### config.mk
export PLATFORM = sky130hd
export DESIGN_NAME = bitscan
export DESIGN_NICKNAME = d
export VERILOG_FILES = /design/src/rtl/bitscan.sv
export SDC_FILE = /design/constraint.sdc
export NUM_CORES = 1
export LEC_CHECK = 0
export ABC_AREA = 1
export CAP_MARGIN = 20
export CORE_MARGIN = 4
export CORE_UTILIZATION = 37
export DETAILED_ROUTE_END_ITERATION = 7
export DONT_BUFFER_PORTS = 1
export PLACE_DENSITY = 0.64
export SLEW_MARGIN = 40
export SYNTH_ARGS = -nofsm -noshare
export SYNTH_HDL_FRONTEND = slang
export SYNTH_SLANG_ARGS = --single-unit
### constraint.sdc
create_clock -name clk -period 3.65 [get_ports clk]
set_clock_uncertainty 0.1 [all_clocks]
set_input_delay 0.365 -clock clk [delete_from_list [all_inputs] [get_ports clk]]
set_output_delay 0.365 -clock clk [all_outputs]
set_load 0.05 [all_outputs]
### src/rtl/bitscan.sv
// Iterative bit scanner: CLZ/CTZ/CLO/CTO/POPCNT over WIDTH bits, one CHUNK-bit slice per cycle.
// Ones-counting modes invert each slice so they share the zero-counting datapath.
module bitscan #(
    parameter int WIDTH = 32,
    parameter int CHUNK = 4
) (
    input  logic             clk,
    input  logic             reset,
    input  logic             start,
    input  logic [2:0]       mode,
    input  logic [WIDTH-1:0] a,
    output logic             busy,
    output logic             done,
    output logic [WIDTH-1:0] result
);
    localparam int N  = WIDTH / CHUNK;
    localparam int CW = $clog2(WIDTH) + 1;
    localparam int PW = (N > 1) ? $clog2(N) : 1;

    localparam logic [2:0] M_CLZ = 3'd0;
    localparam logic [2:0] M_CTZ = 3'd1;
    localparam logic [2:0] M_CLO = 3'd2;
    localparam logic [2:0] M_CTO = 3'd3;
    localparam logic [2:0] M_POP = 3'd4;
    localparam logic [CW-1:0] ONE = 1;

    typedef enum logic [1:0] {IDLE, SCAN, DONE} state_t;

    state_t            state;
    logic [WIDTH-1:0]  op;
    logic [2:0]        md;
    logic [CW-1:0]     cnt;
    logic [PW-1:0]     ptr;

    int                sel;
    logic [CHUNK-1:0]  chunk;
    logic [CW-1:0]     lz, tz, pop, nxt;
    logic              found_l, found_t, last, term;

    always_comb begin
        sel     = 0;
        chunk   = '0;
        lz      = '0;
        tz      = '0;
        pop     = '0;
        found_l = 1'b0;
        found_t = 1'b0;
        nxt     = cnt;
        term    = 1'b0;
        // leading-count modes walk from the MSB slice down
        if (md == M_CLZ || md == M_CLO)
            sel = (N - 1 - int'(ptr)) * CHUNK;
        else
            sel = int'(ptr) * CHUNK;
        chunk = CHUNK'(op >> sel);
        if (md == M_CLO || md == M_CTO)
            chunk = ~chunk;
        for (int i = CHUNK - 1; i >= 0; i--) begin
            if (!found_l) begin
                if (chunk[i]) found_l = 1'b1;
                else          lz = lz + ONE;
            end
        end
        for (int i = 0; i < CHUNK; i++) begin
            if (!found_t) begin
                if (chunk[i]) found_t = 1'b1;
                else          tz = tz + ONE;
            end
            pop = pop + CW'(chunk[i]);
        end
        last = (ptr == PW'(N - 1));
        case (md)
            M_CLZ, M_CLO: begin
                if (found_l) begin nxt = cnt + lz; term = 1'b1; end
                else         begin nxt = cnt + CW'(CHUNK); term = last; end
            end
            M_CTZ, M_CTO: begin
                if (found_t) begin nxt = cnt + tz; term = 1'b1; end
                else         begin nxt = cnt + CW'(CHUNK); term = last; end
            end
            M_POP: begin
                nxt  = cnt + pop;
                term = last;
            end
            default: begin
                nxt  = '0;
                term = 1'b1;
            end
        endcase
    end

    always_ff @(posedge clk) begin
        if (reset) begin
            state  <= IDLE;
            busy   <= 1'b0;
            done   <= 1'b0;
            result <= '0;
            op     <= '0;
            md     <= '0;
            cnt    <= '0;
            ptr    <= '0;
        end else begin
            case (state)
                SCAN: begin
                    if (term) begin
                        result <= {{(WIDTH-CW){1'b0}}, nxt};
                        state  <= DONE;
                        busy   <= 1'b0;
                        done   <= 1'b1;
                    end else begin
                        cnt <= nxt;
                        ptr <= ptr + PW'(1);
                    end
                end
                default: begin
                    done <= 1'b0;
                    if (start) begin
                        op    <= a;
                        md    <= mode;
                        cnt   <= '0;
                        ptr   <= '0;
                        state <= SCAN;
                        busy  <= 1'b1;
                    end else begin
                        state <= IDLE;
                    end
                end
            endcase
        end
    end
endmodule

After elaboration in Yosys (flattened, before gate mapping)
Index checks and enable logic that the tools add are counted.

storage, ports and cells
  flip-flop bits (word level) = 54
  input port bits = 38

cells by class
  add/subtract/negate cells = 15
  equal/unequal tests = 8
  shifts and indexed selects = 1
  mux-type cells = 44
  bitwise operators = 2
  reductions and logical operators = 11

operators by type and width
  kind                 count
  $mux 6               17
  $add 6x1->6 const B  6
  $mux 32              1
  $shr 32x32->4        1
  $mux 1               18
  $pmux 6 s3           1
  $add 6x6->6          2
  $mux 3               3
  $reduce_and 2->1     4
  $add 6x3->6 const B  1
  $add 6x4->6          1
  $eq 3x2->1 const B   2
  $eq 3x3->1 const B   2
  $reduce_or 2->1      3
  $add 3x1->4          1
  $mux 2               2
  $mux 4               1
  $ne 2x2->1 const B   2
  $not 4->4            1
  $sub 3x3->4 const A  1
  $add 2x1->3          1
  $add 3x1->3 const B  1
  $eq 3x1->1 const B   1
  $logic_not 3->1      1
  other kinds (6)      7

Longest topological paths before layout
  word-level depth = 21
  mapped depth = 29

Worst setup path after synthesis
No wires, ideal clock.

  path kind = reg2reg
  start point = register md[2]
  end point = register cnt[4]
  library setup time = 0.071 ns
  arrival = 3.442 ns
  data required time = 3.479 ns
  slack = 0.037 ns
  cell stages (with the launch flop) = 28
  path buffers = 2
  clock period less this slack = 3.613 ns
  path through = dfxtp_1 buf_6 nor2_8 nand2_2 nand2_2 buf_6 nand2_1 nand3_1 nand2_1 nand2_1 nand3_1 nand2_4 inv_1 o21ai_0 inv_1 ha_1 o31ai_1 inv_1 fa_1 nand2_1 nand2_1 a21oi_1 nor2_1 o22ai_1 nand2_1 o211ai_1 nand2_1 a21oi_1

between the ends
  word-level cells in the longest chain between the ends = 21

RTL lines
  what                                           line        source
  start, declared                                31          logic [2:0] md;
  start signal, assigned                         119         md <= mode;
  $eq 3x2->1 or $logic_not 3->1 (tied branches)  51, 56, 72
  $logic_or 1x1->1                               51          if (md == M_CLZ || md == M_CLO)
  $mux 32                                        51
  $shr 32x32->4                                  55          chunk = CHUNK'(op >> sel);
  $not 4->4                                      57          chunk = ~chunk;
  $mux 4                                         56          if (md == M_CLO || md == M_CTO)
  $mux 1, on equally long branches               66, 60
  $add 6x1->6, on equally long branches          67, 61
  [5 not listed]                                 -
  $add 6x1->6, on equally long branches          67, 61
  $mux 6, on equally long branches               66, 60
  $mux 6, on equally long branches               65, 59
  $add 6x6->6, on equally long branches          78, 74
  $mux 6, on equally long branches               78, 74
  $pmux 6 s3                                     72          case (md)
  $mux 6                                         105         if (term) begin
  $mux 6                                         103         case (state)
  end signal, assigned                           111         cnt <= nxt;
  end, declared                                  32          logic [CW-1:0] cnt;

Several ways; a longest one is shown, not always the timed one. The select of a mux whose other input is x is not followed.
A chain may end at the register's enable or synchronous reset.

Worst setup path after layout
  start point = register md[0]
  end point = register cnt[4]

The elaborated chain is that of the path after synthesis.

==> run_results.csv <==
group,metric,value,unit
run_status,outcome,"complete, no violations",
layout,layout.nets,597,
synthesis,async_reset_ff_share,0,%
synthesis,synth_seq_area_share,30.8,%
synthesis,synthTopCellsByCount,"86 x nand2_1, 80 x nand3_1, 54 x dfxtp_1",
layout,layout-drive-gt1-share,24.0,%
pwr,peakVddDrop,0.000280,V
synthesis,yosys.cell_types.count,32,
synthesis,synth.area.top_cells,"dfxtp_1 31%, nand3_1 11%, nand2_1 9.2%, a21oi_1 6.4%, o21ai_0 5.6%",
critical_path,path_common_cell,"nand2_1",
critical_path,cp.required,3.79,ns
floorplan,chipHeight,105,µm
timing,tightest_slew,0.575,ns
critical_path,cp_max_fo,5,
clock_tree,cts-root-buf,"clkbuf_8",
pwr,powerDensity,464,mW/mm²
floorplan,coreArea,0.00924,mm²
clock_tree,clk_pin_slew,0.09,ns
synthesis,syn_area_per_cell,7.04,µm²
timing,slew_viol_final,0,
synthesis,synth_ff_type,"dfxtp_1",
timing,fmax,279,MHz
place,gp_congestion,0.842,
clock_tree,clk_path_buf_depth,2,
place,place_ws,-0.360,ns
critical_path,slowest_delay,0.39,ns
pwr,power.leakage,1.95,nW
routing,first_pass_iters,4,
clock_tree,clock-sinks,54,
clock_tree,cts_tree,"yes",
place,hpwl,6320,µm
floorplan,start_util,38.0,%
timing,hold_violations,0,
place,place_inst,649,
global_routing,met2_usage,26.7,%
routing,route.vias.total,3273,
clock_tree,clock_latency,0.31,ns
routing,ant_nets,0,
routing,post-route-drc-count,0,
global_routing,grt_pass1_vias,3084,
global_routing,grt_use_total,15.0,%
critical_path,critPathKind,"flop to flop",
layout,areaGrowthSynthToFinish,22.5,%
clock_tree,htreeDepth,2,
timing,finalCritPeriodShare,98.3,%
critical_path,setup.worst_path.start_class,"flop",
timing,rsz0062_at_grt,"true",
routing,drt_wl_total,8760,µm
synthesis,synth_area,0.00351,mm²
synthesis,synth_top_cell_by_area,"dfxtp_1",
routing,drt-initial-drc-count,208,
critical_path,worst-path-buf-inv,6,
global_routing,grt_max_degree,63,
flow_run,cap_violations,0,
timing,setup_violations,0,
synthesis,synth-seq-cells,54,
layout,finish.utilization,46.6,%
timing,slew_headroom,61.6,%
floorplan,die_x,105,µm
synthesis,postSynthCellCount,499,
global_routing,overflow,0,
timing,fin_hold_ws,0.0173,ns
routing,wl_per_cell,13.1,µm
global_routing,use_met1,18.7,%
layout,diodes,0,
floorplan,placementRows,35,
floorplan,io_pins,72,
synthesis,yosysMostFrequentCell,"nand2_1",
synthesis,yosys_warnings,0,
layout,stdcell_count,670,
global_routing,grt_pass1_wl,13900,µm
critical_path,arrival,3.73,ns
synthesis,netlist.area_leader.share,30.8,%
routing,routed_via_density,4.89,
floorplan,dieArea,0.0111,mm²
place,portBuffers,0,
timing,worst_slack,0.0627,ns
timing,tns,0,ns
worst_hold_path,hold_class,"input port to flop",
global_routing,gr-usage-met3,1.71,%
global_routing,antenna_found_initial,0,
clock_tree,cts_buffers,5,
critical_path,cp_top_family,"simple AND/OR/NAND/NOR gates",
timing,finalCriticalPeriod,3.59,ns
critical_path,cp_slowest_cell,"dfxtp_4",
global_routing,grt_busiest_layer,"met2",
synthesis,synth_edf_count,0,
critical_path,worstSetupEndpointType,"flop",
layout,num-fill-cells,922,
==> cells by family (layout without fill, tap and decap cells) <==
logic type	after synthesis	count (layout)	synth area share [%]
AO/OA/AOI/OAI	93	93	13.9
other	1	28	0.107
adder cells (fa/ha/maj)	19	19	7.83
buffers and inverters	101	116	14.5
XOR/XNOR	6	6	1.71
flip-flops	54	54	30.8
AND/OR/NAND/NOR	225	225	31.3
==> layout make-up <==
| cell class | count | area, µm² | share of cell area [%] |
|---|---|---|---|
| clock buffers | 8 | 110 | 2.56 |
| inverters | 59 | 230 | 5.35 |
| multi-input cells | 371 | 2300 | 53.4 |
| flip-flops and latches | 54 | 1090 | 25.3 |
| well taps | 129 | 161 | 3.75 |
| repair buffers | 49 | 413 | 9.60 |
==> worst register-to-register path, stage by stage (launching register included) <==
cell	delay [ns]
dfxtp_4	0.39
nor2_8	0.20
buf_6	0.14
xnor2_4	0.12
inv_2	0.09
buf_4	0.15
nand3_4	0.06
nand2_2	0.06
nand2_2	0.07
nand2_4	0.04
buf_4	0.15
nor2_4	0.13
buf_6	0.14
nand2_4	0.06
inv_1	0.09
nor2_1	0.06
ha_1	0.22
fa_1	0.39
nand2_1	0.08
nand2_1	0.06
a21oi_2	0.14
nor2_1	0.05
o22ai_1	0.12
nand2_1	0.07
o211ai_1	0.14
nand2_1	0.09
a21oi_1	0.12
==> registers in the layout, summed over array words and instances (netlist names) <==
| name | count |
|---|---|
| op | 32 |
| cnt | 6 |
| result | 6 |
| md | 3 |
| ptr | 3 |
| state | 2 |
| busy | 1 |
| done | 1 |
==> metal layers <==
layer | vias up | part of all wire (%)
li1 | 1665 | -
met4 | 0 | 2.2
met1 | 1507 | 42
met5 | - | 0
met2 | 81 | 51
met3 | 20 | 3.8
==> through the flow <==
| stage | area (µm²) | total power, mW |
|---|---|---|
| final | 4300 | 2.00 |
| after global routing | 4300 | 2.14 |
| after CTS | 3990 | 1.86 |
| after detailed placement | 3780 | 1.44 |
| after global placement | 3780 | 1.43 |
| after floorplan | 3610 | 1.25 |
==> placed cells by master (no fill, tap or decap), types with 5 or more instances in the layout <==
cell type / netlist / layout
ha_1: 14 / 12
a21oi_1: 45 / 38
buf_6: 4 / 8
nand3_2: 2 / 19
nand2_4: 7 / 9
o21ai_0: 39 / 36
nor2_1: 35 / 34
inv_1: 52 / 49
a21oi_2: 0 / 7
nand3_1: 80 / 62
dfxtp_1: 54 / 52
conb_1: 1 / 28
nand2_2: 8 / 8
buf_4: 26 / 39
nand2_8: 0 / 5
nand2_1: 86 / 79
clkbuf_8: 0 / 8
==> report_power, final <==
part,internal [mW],switching (mW),leakage [nW],total [mW]
logic,0.389,0.550,1.45,0.938
clock network,0.192,0.188,0.0575,0.379
registers,0.634,0.0465,0.446,0.680
==> worst paths after layout <==
check | depth (start not counted) | to | startpoint | slack, ns
worst min register to register | 2 | op[28]$_SDFFE_PP0P_ | op[28]$_SDFFE_PP0P_ | 0.36
worst min-delay path | 1 | cnt[4]$_SDFFE_PP0P_ | reset | 0.02
worst max register to register | 26 | cnt[4]$_SDFFE_PP0P_ | md[0]$_SDFFE_PP0P_ | 0.06
worst max-delay path | 26 | cnt[4]$_SDFFE_PP0P_ | md[0]$_SDFFE_PP0P_ | 0.06
==> what timing repair did <==
item / 4_1_cts / 5_1_grt
endpoints found under the setup margin: 10 / 10
buffers inserted: 7 / 5
resized for setup: 15 / 58
endpoints found under the hold margin: 0 / 2
hold buffers: 0 / 1
pin swaps: 7 / 29
Power figures use the tool's default switching activity.
